## src/rtl/rf_wb_arbiter.sv

```systemverilog
// Register-file write-back arbiter: round-robin between ALU (A) and load (B)
// results, feeding one registered write slot that holds while the RF stalls.
module rf_wb_arbiter #(
    parameter int DATA_W = 16,
    parameter int ADDR_W = 5,
    parameter int CNT_W  = 8
) (
    input  logic              clk,
    input  logic              rst_n,
    input  logic              a_valid,
    output logic              a_ready,
    input  logic [ADDR_W-1:0] a_addr,
    input  logic [DATA_W-1:0] a_data,
    input  logic              b_valid,
    output logic              b_ready,
    input  logic [ADDR_W-1:0] b_addr,
    input  logic [DATA_W-1:0] b_data,
    input  logic              rf_stall,
    output logic              rf_we,
    output logic [ADDR_W-1:0] rf_waddr,
    output logic [DATA_W-1:0] rf_wdata,
    output logic              wb_sel,
    output logic [CNT_W-1:0]  conflict_cnt
);

    typedef enum logic {
        EMPTY = 1'b0,
        FULL  = 1'b1
    } state_t;

    localparam logic [CNT_W-1:0] CNT_MAX = '1;

    state_t            state;
    state_t            state_nxt;
    logic              last_grant;
    logic              slot_free;
    logic              a_win;
    logic              b_win;
    logic              xfer;
    logic              live;
    logic              conflict;
    logic [ADDR_W-1:0] sel_addr;
    logic [DATA_W-1:0] sel_data;

    // last_grant: 0 = A won last, 1 = B won last
    always_comb begin
        slot_free = (state == EMPTY) || !rf_stall;
        a_win     = a_valid && (!b_valid || last_grant);
        b_win     = b_valid && (!a_valid || !last_grant);
        a_ready   = slot_free && a_win;
        b_ready   = slot_free && b_win;
        xfer      = a_ready || b_ready;
        conflict  = a_valid && b_valid;
        sel_addr  = b_ready ? b_addr : a_addr;
        sel_data  = b_ready ? b_data : a_data;
        live      = xfer && (sel_addr != '0);
        state_nxt = state;
        unique case (state)
            EMPTY: begin
                if (live) state_nxt = FULL;
            end
            FULL: begin
                if (!rf_stall) state_nxt = live ? FULL : EMPTY;
            end
            default: state_nxt = EMPTY;
        endcase
    end

    always_ff @(posedge clk or negedge rst_n) begin
        if (!rst_n) state <= EMPTY;
        else        state <= state_nxt;
    end

    assign rf_we = (state == FULL);

    always_ff @(posedge clk or negedge rst_n) begin
        if (!rst_n) begin
            rf_waddr     <= '0;
            rf_wdata     <= '0;
            wb_sel       <= 1'b0;
            last_grant   <= 1'b1;
            conflict_cnt <= '0;
        end else begin
            if (live) begin
                rf_waddr <= sel_addr;
                rf_wdata <= sel_data;
                wb_sel   <= b_ready;
            end
            if (xfer) last_grant <= b_ready;
            if (xfer && conflict && conflict_cnt != CNT_MAX)
                conflict_cnt <= conflict_cnt + 1'b1;
        end
    end

endmodule

```

## config.mk

```make
export PLATFORM = sky130hd
export DESIGN_NAME = rf_wb_arbiter
export DESIGN_NICKNAME = d
export VERILOG_FILES = /design/src/rtl/rf_wb_arbiter.sv
export SDC_FILE = /design/constraint.sdc
export NUM_CORES = 1
export LEC_CHECK = 0
export CAP_MARGIN = 30
export CORE_MARGIN = 2
export CORE_UTILIZATION = 51
export DETAILED_ROUTE_END_ITERATION = 16
export DONT_BUFFER_PORTS = 1
export PLACE_DENSITY = 0.71
export SYNTH_ARGS = -nofsm -noshare
export SYNTH_HDL_FRONTEND = slang
export SYNTH_SLANG_ARGS = --single-unit
export TNS_END_PERCENT = 1
```

## constraint.sdc

```tcl
create_clock -name clk -period 1.63 [get_ports clk]
set_input_delay 0.0815 -clock clk [delete_from_list [all_inputs] [get_ports clk]]
set_output_delay 0.0815 -clock clk [all_outputs]
set_load 0.005 [all_outputs]
```

# After elaboration in Yosys (flattened, before gate mapping)
# Cells that the tools add are included.
dict set report classes {
  n_addsub 1
  mul 0
  div_mod_pow 0
  n_lt_le_gt_ge 0
  n_eq_ne 1
  n_shift 0
  muxes 5
  bitwise_logic 1
  reduce_logical 17
}
# op n
set op_table {}
lappend op_table {{$mux W16} 1}
lappend op_table {{$add A8 B1 Y8 const B} 1}
lappend op_table {{$logic_and A1 B1 Y1} 8}
lappend op_table {{$ne A8 B8 Y1 const B} 1}
lappend op_table {{$mux W5} 1}
lappend op_table {{$reduce_bool A5 Y1} 1}
lappend op_table {{$logic_not A1 Y1} 4}
lappend op_table {{$logic_or A1 B1 Y1} 4}
lappend op_table {{$mux W1} 2}
lappend op_table {{$pmux W1 S2} 1}
lappend op_table {{$not A1 Y1} 1}
dict set report totals {
  regBits 32
  latchBits 0
  ramBits 0
  romBits 0
  in_bits 47
  output_inout_bits 33
  wordCells 31
  n_memories 0
}

# Depth between registers and ports, before layout
dict set report logic_depth {
  depth_word 10
  ltp_mapped 6
  depth_no_buf 5
}

# Least setup slack after synthesis
# OpenSTA, ideal clock, no wires.
dict set report synth_path {
  path_type {register to register}
  startpoint {reg state (netlist: rf_we)}
  endpoint {reg rf_wdata[10]}
  setup_ps 94
  arrival_time_ps 1428
  t_required_ps 1536
  path_slack_ps 108
  stages_incl_launch_ff 7
  cell_sequence {dfrtp_1 nand2_2 o21ai_0 a21o_2 buf_12 buf_12 a221oi_2}
}
dict set report synth_between {
  elab_chain_cells 6
  elab_cells_between_ends 9
  classes_between {mux: 2; bitwise: 1; reduce/logical: 6}
}
# element line
set synth_lines {}
lappend synth_lines {{start: declaration} 33} ;# state_t state;
lappend synth_lines {{start signal: assignment} 71} ;# else state <= state_nxt;
lappend synth_lines {{$not A1 Y1 (*)} 47} ;# slot_free = (state == EMPTY) || !rf_stall;
lappend synth_lines {{$logic_or A1 B1 Y1 (*)} 47}
lappend synth_lines {{$logic_and A1 B1 Y1} 51} ;# b_ready = slot_free && b_win;
lappend synth_lines {{$mux W5} 54} ;# sel_addr = b_ready ? b_addr : a_addr;
lappend synth_lines {{$reduce_bool A5 Y1} 56} ;# live = xfer && (sel_addr != '0);
lappend synth_lines {{$logic_and A1 B1 Y1} 56}
lappend synth_lines {{end signal: assignment} 86} ;# rf_wdata <= sel_data;
lappend synth_lines {{end: declaration} 21} ;# output logic [DATA_W-1:0] rf_wdata,
# Every way passes the cells marked *; elsewhere a longest branch is shown, timed or not.
# A chain may end at the register's enable or synchronous reset.

# Worst setup path in the final report
dict set report layout_path {
  startpoint {in b_addr[3]}
  endpoint {reg rf_wdata[7]}
}
dict set report layout_between {
  elab_chain_cells 3
}
# element line
set layout_lines {}
lappend layout_lines {{start: declaration} 16} ;# input logic [ADDR_W-1:0] b_addr,
lappend layout_lines {{$mux W5} 54}
lappend layout_lines {{$reduce_bool A5 Y1} 56}
lappend layout_lines {{$logic_and A1 B1 Y1} 56}
# Every way passes these cells.

==> reports/qor.csv <==
stage,metric,value,unit
placed_design,gpl congestion,0.9060,
logic_synthesis,post-synthesis average cell area,11.29,µm²
sta,final setup fails,0,
logic_synthesis,top-area cell type share of the netlist area,42.15,%
logic_synthesis,Mapped Area,1841,µm²
sta,fin. max-slew vios,0,
sta,final worst slack,0.04867,ns
sta,Slew HR,78.66,%
drt,Detailed Route WL,4.704,mm
drt,DRC violations left,0,
floorplan,Starting Density,54.30,%
logic_synthesis,Mapped Cells,163,
finish,fraction of layout cells with a size suffix above 1,24.66,%
clock_network,Clock Latency Late Sink,0.34,ns
pwr,sw frac,32.73,%
run,max_cap viols,0,
clock_network,clk sinks,32,
drt,DRT Pass-1 Iters,4,
pwr,share of power burned in registers,44.9,%
pwr,Internal,1.701,mW
placed_design,hpwl dp,3.034,mm
floorplan,Die ar.,4106,µm²
logic_synthesis,Synth Register Bits,32,
global_routing,vias in the first global route,1566,
sta,Final Skew,0.01114,ns
critical_path,CP Capture Type,register,
pwr,P_sw,827.5,µW
floorplan,core area,3390,µm²
sta,Fin. Hold Viols,0,
clock_network,TritonCTS clock tree,yes,
logic_synthesis,Synth area leader,dfrtp_1,
pwr,Pwr Density,1016,nW/µm²
sta,fin crit share,97.01,%
pwr,VDD IR max,0.0005446,V
clock_network,Num CTS Buffers,5,
placed_design,# port buffers,0,
floorplan,row count,21,
clock_network,Clock Path Buffers,2,
critical_path,Arrival @ worst endpoint,1.81,ns
global_routing,initial antenna violation count,0,
drt,Via Count,1500,
critical_path,Worst setup SP type,input pin,
finish,antenna cell count,0,
pwr,Leak,1.072,nW
global_routing,first-pass GRT wire length,7.693,mm
finish,fin nets,266,
floorplan,Top-Level Pins,80,
sta,fmax,632.4,MHz
drt,vias per cell,5.660,
global_routing,global-route usage over all layers,24.14,%
sta,Tmin final,1.581,ns
worst_hold_path,Hold Crit Class,input pin to register,
floorplan,die width,64.08,µm
global_routing,pin count of the biggest net entering global routing,33,
logic_synthesis,Ys Warns,0,
clock_network,Post-CTS Setup Bufs,0,
finish,filler cell count,239,
drt,WL/cell,17.75,µm
finish,Area Growth Syn to Fin,35.21,%
run_status,status,"finished, final reports clean",
sta,WHS,0.003860,ns
sta,setup_tns,0,ns
global_routing,GR Overflow Total,0,
logic_synthesis,"top cells by area, synth","dfrtp_1 42%, a221oi_2 13%, mux2i_1 9.2%, nor2_1 4.3%, inv_1 3.7%",
finish,post-layout util,73.42,%
logic_synthesis,"Seq/Total Area, Yosys",43.58,%
logic_synthesis,total nets after synthesis,211,
critical_path,critical setup path kind,input pin to register,
critical_path,critical path cell sequence,dlygate4sd3_1 > nor4_2 > nor2b_4 > buf_12 > mux2i_1 > a221oi_2,
placed_design,Place WS,0.07493,ns
floorplan,Die Y-Extent,64.08,µm
critical_path,"Max FO, Critical Path",22,
logic_synthesis,Synth cell types,36,
drt,drt initial violations,74,
critical_path,largest stage delay on the critical path,0.57,ns
sta,actual slew at the worst max-slew pin,0.3200,ns
pwr,Clock power frac,24.2,%
clock_network,CTS Root Cell,clkbuf_4,
critical_path,required time worst endpoint,1.86,ns
drt,ANT nets after route,0,
pwr,combinational share of power,30.9,%
clock_network,CTS HTree Levels,2,
clock_network,clock slew seen by the registers of the worst setup and hold paths,0.11,ns
critical_path,Crit-path slowest cell,dlygate4sd3_1,
-- stage by stage --
step	power [mW]	area [µm²]	instances
2_1_floorplan	1.595	1841	163
3_3_place_gp	1.772	1948	214
3_5_place_dp	1.820	1948	214
4_1_cts	2.529	2459	264
5_1_grt	2.683	2489	265
6_report	2.528	2489	265
-- cells in the mapped netlist --
master / number
o32ai_1: 1
a221oi_2: 16
buf_2: 2
nor3_1: 3
nor4_2: 1
o2111ai_2: 1
and2_1: 1
a21o_2: 1
mux2_2: 1
buf_6: 2
or4_4: 1
mux2i_1: 17
a211o_1: 4
nand2_1: 7
nor2_1: 21
a21oi_1: 1
o21ai_0: 2
inv_1: 18
nand2b_1: 1
nor2b_1: 1
and3_1: 1
nand3_1: 5
ha_1: 1
o221a_2: 4
nand4_1: 1
xnor2_1: 1
buf_12: 2
xor2_1: 6
inv_2: 1
o21ai_2: 1
nand2_2: 1
dfrtp_1: 31
dfstp_2: 1
buf_4: 3
o2111ai_4: 1
nor3b_1: 1
-- routing by layer --
metal	global-route usage [%]	part of all wire [%]	vias to the layer above
met5	0	0	-
met4	5.435	0.77	0
met3	7.923	6.6	4
li1	-	-	697
met1	28.11	40	737
met2	42.84	53	62
-- critical path: cells and delay by family --
| kind | cells | cell delay, ns |
|---|---|---|
| and+or+nand+nor | 2 | 0.58 |
| buffers and inverters | 2 | 0.76 |
| AOI/OAI and AO/OA | 1 | 0.08 |
| muxes | 1 | 0.29 |
-- cell usage in the layout, fill, tap and decap left out, types with 2 or more instances in the layout --
cell type       n
dlygate4sd3_1  42
dfrtp_1        31
nor2_1         21
inv_1          18
mux2i_1        17
a221oi_2       16
buf_4          10
nand2_1         7
xor2_1          6
nand3_1         5
clkbuf_4        5
a211o_1         4
o221a_2         4
buf_12          4
nor3_1          3
o21ai_0         2
o2111ai_4       2
-- sequential cells by signal, summed over array words and instances, names as in the netlist --
register and cells:
rf_wdata 16, conflict_cnt 8, rf_waddr 5, last_grant 1, rf_we 1, wb_sel 1
-- area by class of cell --
class                           instances  area (µm²)  area share, %
Timing Repair Buffer                   57       586.8          23.58
Clock buffer                            5       37.54          1.508
Inverter                               19       71.32          2.866
Multi-Input combinational cell        103       890.9          35.80
Tap cell                               46       57.56          2.313
Clock inverter                          3       42.54          1.709
Sequential cell                        32       802.0          32.23
-- repair_timing --
item                                   CTS  global route
setup endpoints to repair                0             4
endpoints found under the hold margin   54             1
resized for setup                        0             3
hold buffers                            42             1
-- power groups by stage --
| stage | sequential, mW | combinational [mW] | clock [mW] |
|---|---|---|---|
| after floorplan | 1.15 | 0.442 | 0 |
| after global placement | 1.14 | 0.636 | 0 |
| after detailed placement | 1.15 | 0.670 | 0 |
| after CTS | 1.13 | 0.773 | 0.622 |
| after global routing | 1.17 | 0.853 | 0.662 |
| final | 1.14 | 0.782 | 0.611 |
-- path summary, 6_finish.rpt --
kind / from / end / slack [ns] / cells after the start
min reg2reg: last_grant$_DFFE_PN1P_ / last_grant$_DFFE_PN1P_ / 0.49 / 2
max in group asynchronous: rst_n / last_grant$_DFFE_PN1P_ / 1.19 / 2
max: b_addr[3] / rf_wdata[7]$_DFFE_PN0P_ / 0.05 / 6
min: b_valid / conflict_cnt[0]$_DFFE_PN0P_ / 0.004 / 2
min in group asynchronous: rst_n / rf_wdata[10]$_DFFE_PN0P_ / 0.20 / 2
max reg2reg: conflict_cnt[1]$_DFFE_PN0P_ / conflict_cnt[1]$_DFFE_PN0P_ / 0.10 / 4
-- cells by family after synthesis --
group / after synthesis / share of synthesized area (%)
and+or+nand+nor: 45 / 11.63
AOI/OAI and AO/OA: 32 / 21.89
DFF: 32 / 43.58
buffers and inverters: 28 / 9.041
muxes: 18 / 9.857
xor gates and xnor gates: 7 / 3.331
adders and majority gates: 1 / 0.6797
(Power assumes the default switching activity.)
